File: src/rtl/led_scan_ctrl.sv
// Time-multiplexed scan controller for up to 8 display positions.
// Walks the decoder select through slots of P_DIV clocks, blanking the first P_BLANK of each.
module led_scan_ctrl #(
    parameter int P_DIV   = 50000,
    parameter int P_BLANK = 16,
    parameter int P_NUM   = 8
) (
    input  logic        i_clk,
    input  logic        i_rst_n,
    input  logic        i_en,
    input  logic [31:0] i_data,
    input  logic        i_polarity,
    output logic [2:0]  o_sel,
    output logic        o_opt,
    output logic [3:0]  o_nibble,
    output logic        o_blank,
    output logic        o_frame,
    output logic [1:0]  o_state
);

    localparam int CW = (P_DIV > 1) ? $clog2(P_DIV) : 1;
    localparam logic [CW-1:0] CNT_LAST   = CW'(P_DIV - 1);
    localparam logic [CW-1:0] BLANK_LAST = CW'(P_BLANK - 1);
    localparam logic [2:0]    SEL_LAST   = 3'(P_NUM - 1);

    typedef enum logic [1:0] {
        IDLE  = 2'd0,
        BLANK = 2'd1,
        SHOW  = 2'd2
    } state_t;

    state_t        state, state_nx;
    logic [CW-1:0] cnt, cnt_nx;
    logic [2:0]    sel, sel_nx;
    logic [2:0]    sel_inc;
    logic          opt, opt_nx;
    logic [3:0]    nibble, nibble_nx;
    logic          frame, frame_nx;
    logic [31:0]   shadow, shadow_nx;

    assign sel_inc = sel + 3'd1;

    always_ff @(posedge i_clk or negedge i_rst_n) begin
        if (!i_rst_n) begin
            state  <= IDLE;
            cnt    <= '0;
            sel    <= '0;
            opt    <= 1'b0;
            nibble <= '0;
            frame  <= 1'b0;
            shadow <= '0;
        end else begin
            state  <= state_nx;
            cnt    <= cnt_nx;
            sel    <= sel_nx;
            opt    <= opt_nx;
            nibble <= nibble_nx;
            frame  <= frame_nx;
            shadow <= shadow_nx;
        end
    end

    always_comb begin
        state_nx  = state;
        cnt_nx    = cnt;
        sel_nx    = sel;
        opt_nx    = opt;
        nibble_nx = nibble;
        frame_nx  = 1'b0;
        shadow_nx = shadow;

        case (state)
            IDLE: begin
                cnt_nx = '0;
                sel_nx = '0;
                if (i_en) begin
                    state_nx  = BLANK;
                    shadow_nx = i_data;
                    opt_nx    = i_polarity;
                    nibble_nx = i_data[3:0];
                    frame_nx  = 1'b1;
                end
            end
            BLANK: begin
                if (!i_en) begin
                    state_nx = IDLE;
                    cnt_nx   = '0;
                    sel_nx   = '0;
                end else begin
                    cnt_nx = cnt + 1'b1;
                    if (cnt == BLANK_LAST) state_nx = SHOW;
                end
            end
            SHOW: begin
                if (!i_en) begin
                    state_nx = IDLE;
                    cnt_nx   = '0;
                    sel_nx   = '0;
                end else if (cnt == CNT_LAST) begin
                    cnt_nx   = '0;
                    state_nx = BLANK;
                    // Wrapping past the last position starts a new frame from fresh inputs.
                    if (sel == SEL_LAST) begin
                        sel_nx    = '0;
                        shadow_nx = i_data;
                        opt_nx    = i_polarity;
                        nibble_nx = i_data[3:0];
                        frame_nx  = 1'b1;
                    end else begin
                        sel_nx    = sel_inc;
                        nibble_nx = shadow[{sel_inc, 2'b00} +: 4];
                    end
                end else begin
                    cnt_nx = cnt + 1'b1;
                end
            end
            default: begin
                state_nx = IDLE;
                cnt_nx   = '0;
                sel_nx   = '0;
            end
        endcase
    end

    assign o_sel    = sel;
    assign o_opt    = opt;
    assign o_nibble = nibble;
    assign o_blank  = (state != SHOW);
    assign o_frame  = frame;
    assign o_state  = state;

endmodule

File: config.mk
export PLATFORM = sky130hd
export DESIGN_NAME = led_scan_ctrl
export DESIGN_NICKNAME = d
export VERILOG_FILES = /design/src/rtl/led_scan_ctrl.sv
export SDC_FILE = /design/constraint.sdc
export NUM_CORES = 1
export LEC_CHECK = 0
export CAP_MARGIN = 20
export CORE_MARGIN = 10
export CORE_UTILIZATION = 50
export CTS_CLUSTER_SIZE = 10
export DETAILED_ROUTE_END_ITERATION = 7
export PLACE_DENSITY = 0.73
export SYNTH_ARGS = -nofsm -noshare
export SYNTH_HDL_FRONTEND = slang
export SYNTH_SLANG_ARGS = --single-unit
export TNS_END_PERCENT = 50
File: constraint.sdc
create_clock -name i_clk -period 3.2 [get_ports i_clk]
set_input_delay 0.8 -clock i_clk [delete_from_list [all_inputs] [get_ports i_clk]]
set_output_delay 0.8 -clock i_clk [all_outputs]
set_load 0.005 [all_outputs]
==> flow_metrics.tcl, run 1 <==
set metrics [dict create \
    cts_post_setup_buffers_inserted 0 \
    tritoncts_sink_count 59 \
    crit_path_end_kind "output pin" \
    tritoncts "yes" \
    fraction_of_layout_cells_with_a_size_suffix_above_1 0.2062 \
    final_cycle_share 0.8229 \
    slew_headroom 0.5797 \
    mostFrequentLayoutCell "dfrtp_1" \
    maxCapViolations 0 \
    synthesis.instances 231 \
    postSynth.topFlopCell "dfrtp_1" \
    die_x_um 95.75 \
    pin_count_of_the_biggest_net_entering_global_routing 30 \
    path_max_fanout 6 \
    number_of_violations_reported_at_the_end_of_detailed_routing_iteration_0 81 \
    grt_overflow_total 0 \
    power.internal_mw 1.808 \
    floorplan.initialDensity 0.5178 \
    clock_insertion_delay_at_the_later_pin_of_the_skew_report_ns 0.33 \
    cts_buffer_depth 2 \
    clkSlewWorstSetupHoldPaths_ns 0.07 \
    die_height_um 95.75 \
    ys_ff_latch 59 \
    pin_count 48 \
    power.share.combinational 0.278 \
    first_global_vias 2035 \
    power.net_switching_mw 0.6664 \
    yosysSeqAreaShare 0.5146 \
    antenna_violating_nets_post_route 0 \
    drt_first_pass_iters 4 \
    grt_pass1_wl_um 9742 \
    setup_viol_count_final 0 \
    antenna_diode_count 0 \
    post_drt_via_cell_ratio 5.413 \
    grt_met3_use 0.03346 \
    critPathRequiredTime_ns 2.40 \
    fin_nets 329 \
    post-route-worst-setup-slack_ns 0.5666 \
    power_frac_seq 0.457 \
    crit_path_start_kind "register" \
    timing.final.max_slew_violations 0 \
    cts_resized 0 \
    globalRouteMet1Util 0.1820 \
    layout_min_cycle_time_ns 2.633 \
    post_synth_num_cell_types 37 \
    synth_fp_nets 274 \
    dpl.hpwl_um 4322 \
    grt_util_all_layers 0.1373 \
    grt_setup_unrepaired "no" \
    worst_ep_arrival_time_ns 1.83 \
    root_buffer "clkbuf_8" \
    post_synth_main_area_contributors "dfrtp_1 (51%), mux2_2 (11%), mux4_2 (6.3%)" \
    synth-async-reset-ratio 1.000 \
    core_area_um2 5540 \
    io_buffers 47 \
    skew_ns 0.008726 \
    final_core_util 0.6493 \
    synth.avg_cell_area_um2 12.42 \
    number_of_enable_type_register_cells_in_the_synthesized_netlist 0 \
    ir_drop_mv 0.3942 \
    timing_worst_setup_path_type "reg2out" \
    drcViolationCount 0 \
    cts_buffers 9 \
    gpl_congestion 0.8225 \
    final.setup.tns_ns 0 \
    power.density_cell_area_nw_per_um2 687.9 \
    avgRoutedWirePerCell_um 15.99 \
    netlist.top_cell.by_area "dfrtp_1" \
    drt_wl_total_um 5805 \
    place_inst 347 \
    groute.layer.met2.usage 0.2037 \
    ctsHtreeMaxLevel 3 \
    switching_share 0.2693 \
    hold_path.class "in2async" \
    die_area_um2 9168 \
    num_vias 1965 \
    stdcell_count 363 \
    yosysTopAreaCellShare 0.5146 \
    max_freq_ghz 0.3797 \
    tightest_slew_ns 0.6286 \
    yosys_warnings 0 \
    final_cell_mix "dfrtp_1 (59), clkdlybuf4s50_1 (46), mux2_2 (27), nor2_1 (26), nand2_1 (15)" \
    placement.setup.worst_slack_ns 0.5894 \
    grt_antenna_before_repair 0 \
    num_rows 27 \
    static-leakage-power_nw 1.503 \
    syn_area_um2 2869 \
    postCtsHoldBufs 0 \
    status "finished, final reports clean" \
    hold_viol 0 \
    power_mw 2.474 \
    grt_busiest_layer "met2" \
    clockPowerShare 0.265 \
    area_growth_syn_to_layout_pct 25.38 \
]
==> registers in the layout, summed over array words and instances (netlist names) <==
register	cells
shadow	32
cnt	16
o_nibble	4
o_sel	3
o_state	2
o_frame	1
o_opt	1
==> per-stage QoR <==
step	area (µm²)	hold WS [ns]
2_1_floorplan	2869	0.4524
3_3_place_gp	3403	0.4628
3_5_place_dp	3403	0.4730
4_1_cts	3597	0.4871
5_1_grt	3597	0.5150
6_report	3597	0.4787
==> worst max-delay path: stages, from the launching register on <==
cell             delay (ns)
dfrtp_1                0.44
inv_1                  0.09
ha_1                   0.29
inv_1                  0.15
clkdlybuf4s50_1        0.53
==> kinds of logic after synthesis <==
| group | synth area share |
|---|---|
| adders and majority gates | 0.03053 |
| AOI/OAI and AO/OA | 0.04623 |
| muxes | 0.1971 |
| DFF | 0.5146 |
| and+or+nand+nor | 0.1404 |
| buffers and inverters | 0.02835 |
| xor gates and xnor gates | 0.04274 |
==> per-layer routing <==
metal,up-vias,routed length (µm)
li1,940,-
met4,0,72
met5,-,0
met2,46,2702
met3,4,291
met1,975,2738
==> power groups by stage <==
stage / Combinational (mW) / Clock [mW] / Sequential (mW)
6_report: 0.689 / 0.655 / 1.13
5_1_grt: 0.757 / 0.710 / 1.17
4_1_cts: 0.699 / 0.673 / 1.13
3_5_place_dp: 0.697 / 0 / 1.15
3_3_place_gp: 0.679 / 0 / 1.14
2_1_floorplan: 0.489 / 0 / 1.10
==> final cells by class <==
type                            count  area (µm²)
Fill cell                         445        1943
Clock buffer                       11       141.4
Tap cell                           72       90.09
Multi-Input combinational cell    158        1311
Timing Repair Buffer               52       503.0
Sequential cell                    59        1476
Inverter                            6       22.52
Clock inverter                      5       52.55
==> synth_stat cells, types with 2 or more instances <==
cell type,instances
a31oi_1,2
nand4_1,6
xor2_1,7
or3_1,2
nand3_1,6
buf_2,2
buf_6,3
inv_1,6
xnor2_1,7
clkbuf_1,2
nand2_1,15
and4b_1,2
and4_1,3
nor2_1,26
dfrtp_1,59
o31ai_1,4
ha_1,7
nor2b_1,3
and3_1,4
nand3b_1,2
mux4_2,8
mux2_2,27
o22ai_1,4
o21ai_0,5
mux2_1,6
nor4_1,2
==> path summary, 6_finish.rpt <==
path	slack (ns)	cells after the start	startpoint	to
setup / recovery	0.57	4	o_state[0]	o_blank
hold / removal	0.48	1	i_rst_n	shadow[26]
setup reg to reg	0.86	7	cnt[0]	shadow[23]
hold reg to reg	0.48	2	o_nibble[0]	o_nibble[0]
max in group asynchronous	2.06	2	i_rst_n	o_state[0]
min in group i_clk	0.48	2	o_nibble[0]	o_nibble[0]
(Power assumes the default switching activity.)
==> inputs of run 2 (changes only) <==
Settings changed: CORE_UTILIZATION 50 to 48.
Clock period 3.2 ns to 2.4 ns, I/O delays scaled along.
==> flow_metrics.tcl, run 2 (synthesized netlist as in run 1, its figures left out) <==
set metrics [dict create \
    status "finished, final reports clean" \
    number_of_violations_reported_at_the_end_of_detailed_routing_iteration_0 112 \
    grt_pass1_wl_um 10270 \
    dpl.hpwl_um 4412 \
    path_max_fanout 6 \
    final_cell_area_um2 3652 \
    final_cell_mix "dfrtp_1 (58), clkdlybuf4s50_1 (46), mux2_2 (27), nor2_1 (26), nand2_1 (15)" \
    power_mw 3.333 \
    drcViolationCount 0 \
    worst_ep_arrival_time_ns 1.68 \
    critPathSlowestCell "clkdlybuf4s50_1" \
    clock_insertion_delay_at_the_later_pin_of_the_skew_report_ns 0.34 \
    crit_path_cell_trace "inv_1 > ha_2 > inv_2 > clkdlybuf4s50_1" \
    die_x_um 97.31 \
    tritoncts "yes" \
    highest_cell_delay_on_the_worst_timing_path_ns 0.51 \
    slew_headroom 0.5803 \
    path_delay_family "buffers and inverters" \
    hold_viol 0 \
    antenna_violating_nets_post_route 0 \
    core_area_um2 5851 \
    fraction_of_layout_cells_with_a_size_suffix_above_1 0.2253 \
    post_drt_via_cell_ratio 5.397 \
    first_global_vias 2084 \
    static-leakage-power_nw 1.518 \
    antenna_diode_count 0 \
    drt_wl_total_um 6034 \
    num_rows 28 \
    crit_path_end_kind "output pin" \
    largest_register_ff_count 32 \
    timing_worst_setup_path_type "reg2out" \
    clkSlewWorstSetupHoldPaths_ns 0.07 \
    stdcell_count 368 \
    setup_viol_count_final 0 \
    hold-worst-slack_ns 0.2784 \
    final_cycle_share 0.9493 \
    placement.setup.worst_slack_ns 0.1189 \
    cts_buffer_depth 2 \
    timing.final.max_slew_violations 0 \
    tightest_slew_ns 0.6295 \
    fin_nets 332 \
    grt_setup_unrepaired "no" \
    pin_count_of_the_biggest_net_entering_global_routing 34 \
    crit_path_start_kind "register" \
    die_area_um2 9469 \
    grt_util_all_layers 0.1340 \
    root_buffer "clkbuf_8" \
    postPlaceCellArea_um2 3455 \
    max_freq_ghz 0.4389 \
    area_growth_syn_to_layout_pct 27.30 \
    tritoncts_sink_count 59 \
    largest_register "shadow" \
    grt_antenna_before_repair 0 \
    gpl_congestion 0.8416 \
    floorplan.initialDensity 0.4904 \
    worst-r2r-setup-slack_ns 0.18 \
    avgRoutedWirePerCell_um 16.40 \
    final.setup.tns_ns 0 \
    io_buffers 47 \
    mostFrequentLayoutCell "dfrtp_1" \
    cts_post_setup_buffers_inserted 0 \
    final_core_util 0.6243 \
    critPathRequiredTime_ns 1.80 \
    die_height_um 97.31 \
    cts_buffers 9 \
    pin_count 48 \
    layout_min_cycle_time_ns 2.278 \
    grt_overflow_total 0 \
    ctsHtreeMaxLevel 3 \
    hold_path.class "in2async" \
    maxCapViolations 0 \
    post-route-worst-setup-slack_ns 0.1218 \
    critPathBufInv 3 \
    ir_drop_mv 0.5119 \
    num_vias 1986 \
    place_inst 353 \
    drt_first_pass_iters 4 \
    power.density_cell_area_nw_per_um2 912.5 \
    skew_ns 0.01086 \
]
[run 2: changes by cell type in the layout (fill, tap and decap cells not counted), sizes merged]
cell	change
clkinv	-1
buf	+3
[run 2: per-layer routing]
metal | share of wire | routed length, µm | GRT usage
met4 | 0.018 | 106 | 0.06935
met3 | 0.046 | 277 | 0.03983
met5 | 0 | 0 | 0
met2 | 0.49 | 2936 | 0.2124
met1 | 0.45 | 2714 | 0.1608
[run 2: final cells by class]
cell class,instances,area [µm²]
Fill cell,452,2198
Sequential cell,59,1478
Multi-Input combinational cell,158,1315
Timing Repair Buffer,55,550.5
Clock buffer,11,141.4
Tap cell,75,93.84
Clock inverter,4,51.30
Inverter,6,22.52
[run 2: timing repair]
| item | 4_1_cts | 5_1_grt |
|---|---|---|
| setup endpoints to repair | 1 | 19 |
| resized for setup | 2 | 2 |
| hold buffers | 0 | 0 |
| endpoints found under the hold margin | 0 | 0 |
[run 2: worst paths after layout]
check	startpoint	end	cells after the start
setup / recovery	o_state[0]	o_blank	4
hold / removal	i_rst_n	shadow[2]	1
setup reg to reg	cnt[0]	shadow[15]	7
hold reg to reg	shadow[29]	shadow[29]	1
max in group asynchronous	i_rst_n	shadow[13]	2
min in group i_clk	shadow[29]	shadow[29]	1
[run 2: worst register-to-register path, delay by kind of cell (launching register included)]
| family | cells | cell delay [ns] |
|---|---|---|
| buf+inv | 1 | 0.24 |
| fa+ha+maj | 1 | 0.24 |
| simple gates | 3 | 0.75 |
| flops | 1 | 0.39 |
| mux | 2 | 0.49 |
[run 2: report_power, final]
group,internal [mW],switching [mW]
registers,1.33,0.179
clock network,0.502,0.375
logic,0.594,0.349
total,2.43,0.904
==> RTL edit, RTL diff (flow settings as in run 2) <==
Register the inputs `i_en`, `i_data` and `i_polarity` before use, cleared by the reset. The logic sees them one clock later.
--- a/src/rtl/led_scan_ctrl.sv
+++ b/src/rtl/led_scan_ctrl.sv
@@ -28,6 +28,22 @@
         BLANK = 2'd1,
         SHOW  = 2'd2
     } state_t;
+
+    logic i_en_q;
+    logic [31:0] i_data_q;
+    logic i_polarity_q;
+
+    always_ff @(posedge i_clk or negedge i_rst_n) begin
+        if (!i_rst_n) begin
+            i_en_q       <= '0;
+            i_data_q     <= '0;
+            i_polarity_q <= '0;
+        end else begin
+            i_en_q       <= i_en;
+            i_data_q     <= i_data;
+            i_polarity_q <= i_polarity;
+        end
+    end
 
     state_t        state, state_nx;
     logic [CW-1:0] cnt, cnt_nx;
@@ -73,16 +89,16 @@
             IDLE: begin
                 cnt_nx = '0;
                 sel_nx = '0;
-                if (i_en) begin
+                if (i_en_q) begin
                     state_nx  = BLANK;
-                    shadow_nx = i_data;
-                    opt_nx    = i_polarity;
-                    nibble_nx = i_data[3:0];
+                    shadow_nx = i_data_q;
+                    opt_nx    = i_polarity_q;
+                    nibble_nx = i_data_q[3:0];
                     frame_nx  = 1'b1;
                 end
             end
             BLANK: begin
-                if (!i_en) begin
+                if (!i_en_q) begin
                     state_nx = IDLE;
                     cnt_nx   = '0;
                     sel_nx   = '0;
@@ -92,7 +108,7 @@
                 end
             end
             SHOW: begin
-                if (!i_en) begin
+                if (!i_en_q) begin
                     state_nx = IDLE;
                     cnt_nx   = '0;
                     sel_nx   = '0;
@@ -102,9 +118,9 @@
                     // Wrapping past the last position starts a new frame from fresh inputs.
                     if (sel == SEL_LAST) begin
                         sel_nx    = '0;
-                        shadow_nx = i_data;
-                        opt_nx    = i_polarity;
-                        nibble_nx = i_data[3:0];
+                        shadow_nx = i_data_q;
+                        opt_nx    = i_polarity_q;
+                        nibble_nx = i_data_q[3:0];
                         frame_nx  = 1'b1;
                     end else begin
                         sel_nx    = sel_inc;
Function: changed (a bounded check fails within 4 cycles, from zero or initial values and one cycle with i_rst_n low).
==> RTL edit against run 2 <==
Wire length up 15%. Setup slack lost 41 ps. Total power up 24%. Sequential cell count is 34 higher. Hold slack worse by 150 ps. Highest routed layer unchanged. Design area grew 29%. Global-route usage down 0.78 points. Area after synthesis increased by 36%. Clock power increased by 12%. Largest cell class unchanged. Sequential share of layout area is 8.8 points higher.
==> RTL edit: results (changes against run 2) <==
** Outcome
- Result of the run :: completed (unchanged)

** Pwr
- The largest vdd supply drop came to 0.000510 V (was 0.000512 V).
- Leakage :: 2.04 nW (was 1.52 nW)

** STA
- The worst setup skew after layout is 15.0 ps (was 10.9 ps).
- The relative max-transition margin came to 0.661 (was 0.580).

** Clocking
- Clock slew seen by the registers of the worst setup and hold paths :: 100 ps (was 70 ps)
- The post-cts gate resize count came to 0 (was 2).

** Placement
- HPWL reported at the end of detailed placement :: 5070 µm (was 4410 µm)
- The instance area after placement came to 0.00454 mm² (was 0.00345 mm²).
- Gpl congestion :: 0.844 (was 0.842)

** Critical path
- Largest fanout of any net on the critical path :: 29 (was 6)
- The gate family responsible for the most delay along the worst path was simple AND/OR/NAND/NOR gates (was buffers and inverters).
- The arrival time at the worst endpoint was 2570 ps (was 1680 ps).
- Largest stage delay on the critical path :: 560 ps (was 510 ps)
- Slowest stage cell, crit path :: sky130_fd_sc_hd__or4_4 (was sky130_fd_sc_hd__clkdlybuf4s50_1)

** Global routing
- The via count of the first global-routing pass was 2473 (was 2084).
- First-pass GRT wire length :: 12000 µm (was 10300 µm)
- Number of antenna violations at the first check in global routing :: 0 (unchanged)
- GRT Resource Usage Total :: 0.126 (was 0.134)

** Drt
- The final routed wirelength across all metal layers came to 6930 µm (was 6030 µm).
- The vias after detailed routing came to 2207 (was 1986).
- Routed wire per std cell :: 15.8 µm (was 16.4 µm)
- The starting DRC count in detailed routing came to 128 (was 112).

** Cells and area
- The net total in the final layout came to 374 (was 332).
- Fillcell total :: 611 (was 452)
- Share of final-layout standard cells stronger than drive strength 1 :: 0.238 (was 0.225)

** Logic synthesis
- Top cells by area in the synthesized netlist :: sky130_fd_sc_hd__dfrtp_1 (60%), sky130_fd_sc_hd__mux2_4 (12%), sky130_fd_sc_hd__mux4_2 (4.6%) (was sky130_fd_sc_hd__dfrtp_1 (51%), sky130_fd_sc_hd__mux2_2 (11%), sky130_fd_sc_hd__mux4_2 (6.3%))
- Net count after synthesis :: 316 (was 274)
- Most instantiated cells after synthesis: sky130_fd_sc_hd__dfrtp_1 (93), sky130_fd_sc_hd__nor2_1 (34), sky130_fd_sc_hd__mux2_4 (30) (was sky130_fd_sc_hd__dfrtp_1 (59), sky130_fd_sc_hd__mux2_2 (27), sky130_fd_sc_hd__nor2_1 (26)).
- Post-synthesis sequential area ratio :: 0.595 (was 0.515)
-- RTL edit: cell count changes in the layout (fill, tap and decap cells not counted), moves of 5 or more --
cell                      before  now
sky130_fd_sc_hd__mux2i_1       0    7
sky130_fd_sc_hd__mux2_1        6    0
sky130_fd_sc_hd__xor2_1        7    2
sky130_fd_sc_hd__xnor2_1       7   12
sky130_fd_sc_hd__mux2_2       27    7
sky130_fd_sc_hd__nand2_1      15    9
sky130_fd_sc_hd__a21oi_1       0    6
sky130_fd_sc_hd__mux2_4        0   30
sky130_fd_sc_hd__nor2_1       26   33
sky130_fd_sc_hd__dfrtp_1      58   93
-- RTL edit: power by group through the flow --
stage                     logic, W  clock network (W)  registers [W]
final                      0.00108           0.000984        0.00208
after CTS                  0.00109            0.00102        0.00209
after global routing       0.00116            0.00108        0.00213
after global placement     0.00105                  0        0.00210
after floorplan           0.000764                  0        0.00205
after detailed placement   0.00109                  0        0.00211
-- RTL edit: path summary, 6_finish.rpt --
kind | from | end | slack (ps) | cells past startpoint
max in group asynchronous | i_rst_n | o_state[1] | 1660 | 2
min reg2reg | cnt[0] | cnt[0] | 470 | 1
max | cnt[7] | shadow[5] | 80 | 6
min | i_rst_n | o_nibble[2] | 130 | 1
max reg2reg | cnt[7] | shadow[5] | 80 | 6
min in group i_clk | cnt[0] | cnt[0] | 470 | 1
-- RTL edit: kinds of logic after synthesis --
group | count (synthesis) | share of synthesized area
adder cells (fa/ha/maj) | 7 | 0.0224
XOR/XNOR | 14 | 0.0314
AND/OR/NAND/NOR | 74 | 0.0986
multiplexers | 52 | 0.199
buffers and inverters | 17 | 0.0243
AO/OA/AOI/OAI | 16 | 0.0285
flip-flops | 93 | 0.595
-- RTL edit: cell type report --
class                           count  share of cell area
Sequential cell                    93               0.492
Tap cell                          102              0.0270
Clock buffer                        9              0.0262
Multi-Input combinational cell    163               0.315
Clock inverter                      7              0.0135
Inverter                            7             0.00556
Timing Repair Buffer               57               0.120
-- RTL edit: through the flow --
stage	power (W)	util	setup WS (ps)	hold slack [ps]
after CTS	0.00419	0.605	11.2	132
after detailed placement	0.00320	0.581	65.7	459
after floorplan	0.00281	-	28.6	304
after global routing	0.00437	0.605	12.0	137
after global placement	0.00315	0.581	151	446
final	0.00414	0.605	80.6	133
-- RTL edit: per-layer routing --
| metal | wire length [µm] | vias to the layer above | track usage |
|---|---|---|---|
| li1 | - | 1061 | - |
| met1 | 3110 | 1086 | 0.159 |
| met2 | 3370 | 48 | 0.198 |
| met3 | 325 | 12 | 0.0308 |
| met4 | 133 | 0 | 0.0651 |
| met5 | 0 | - | 0 |
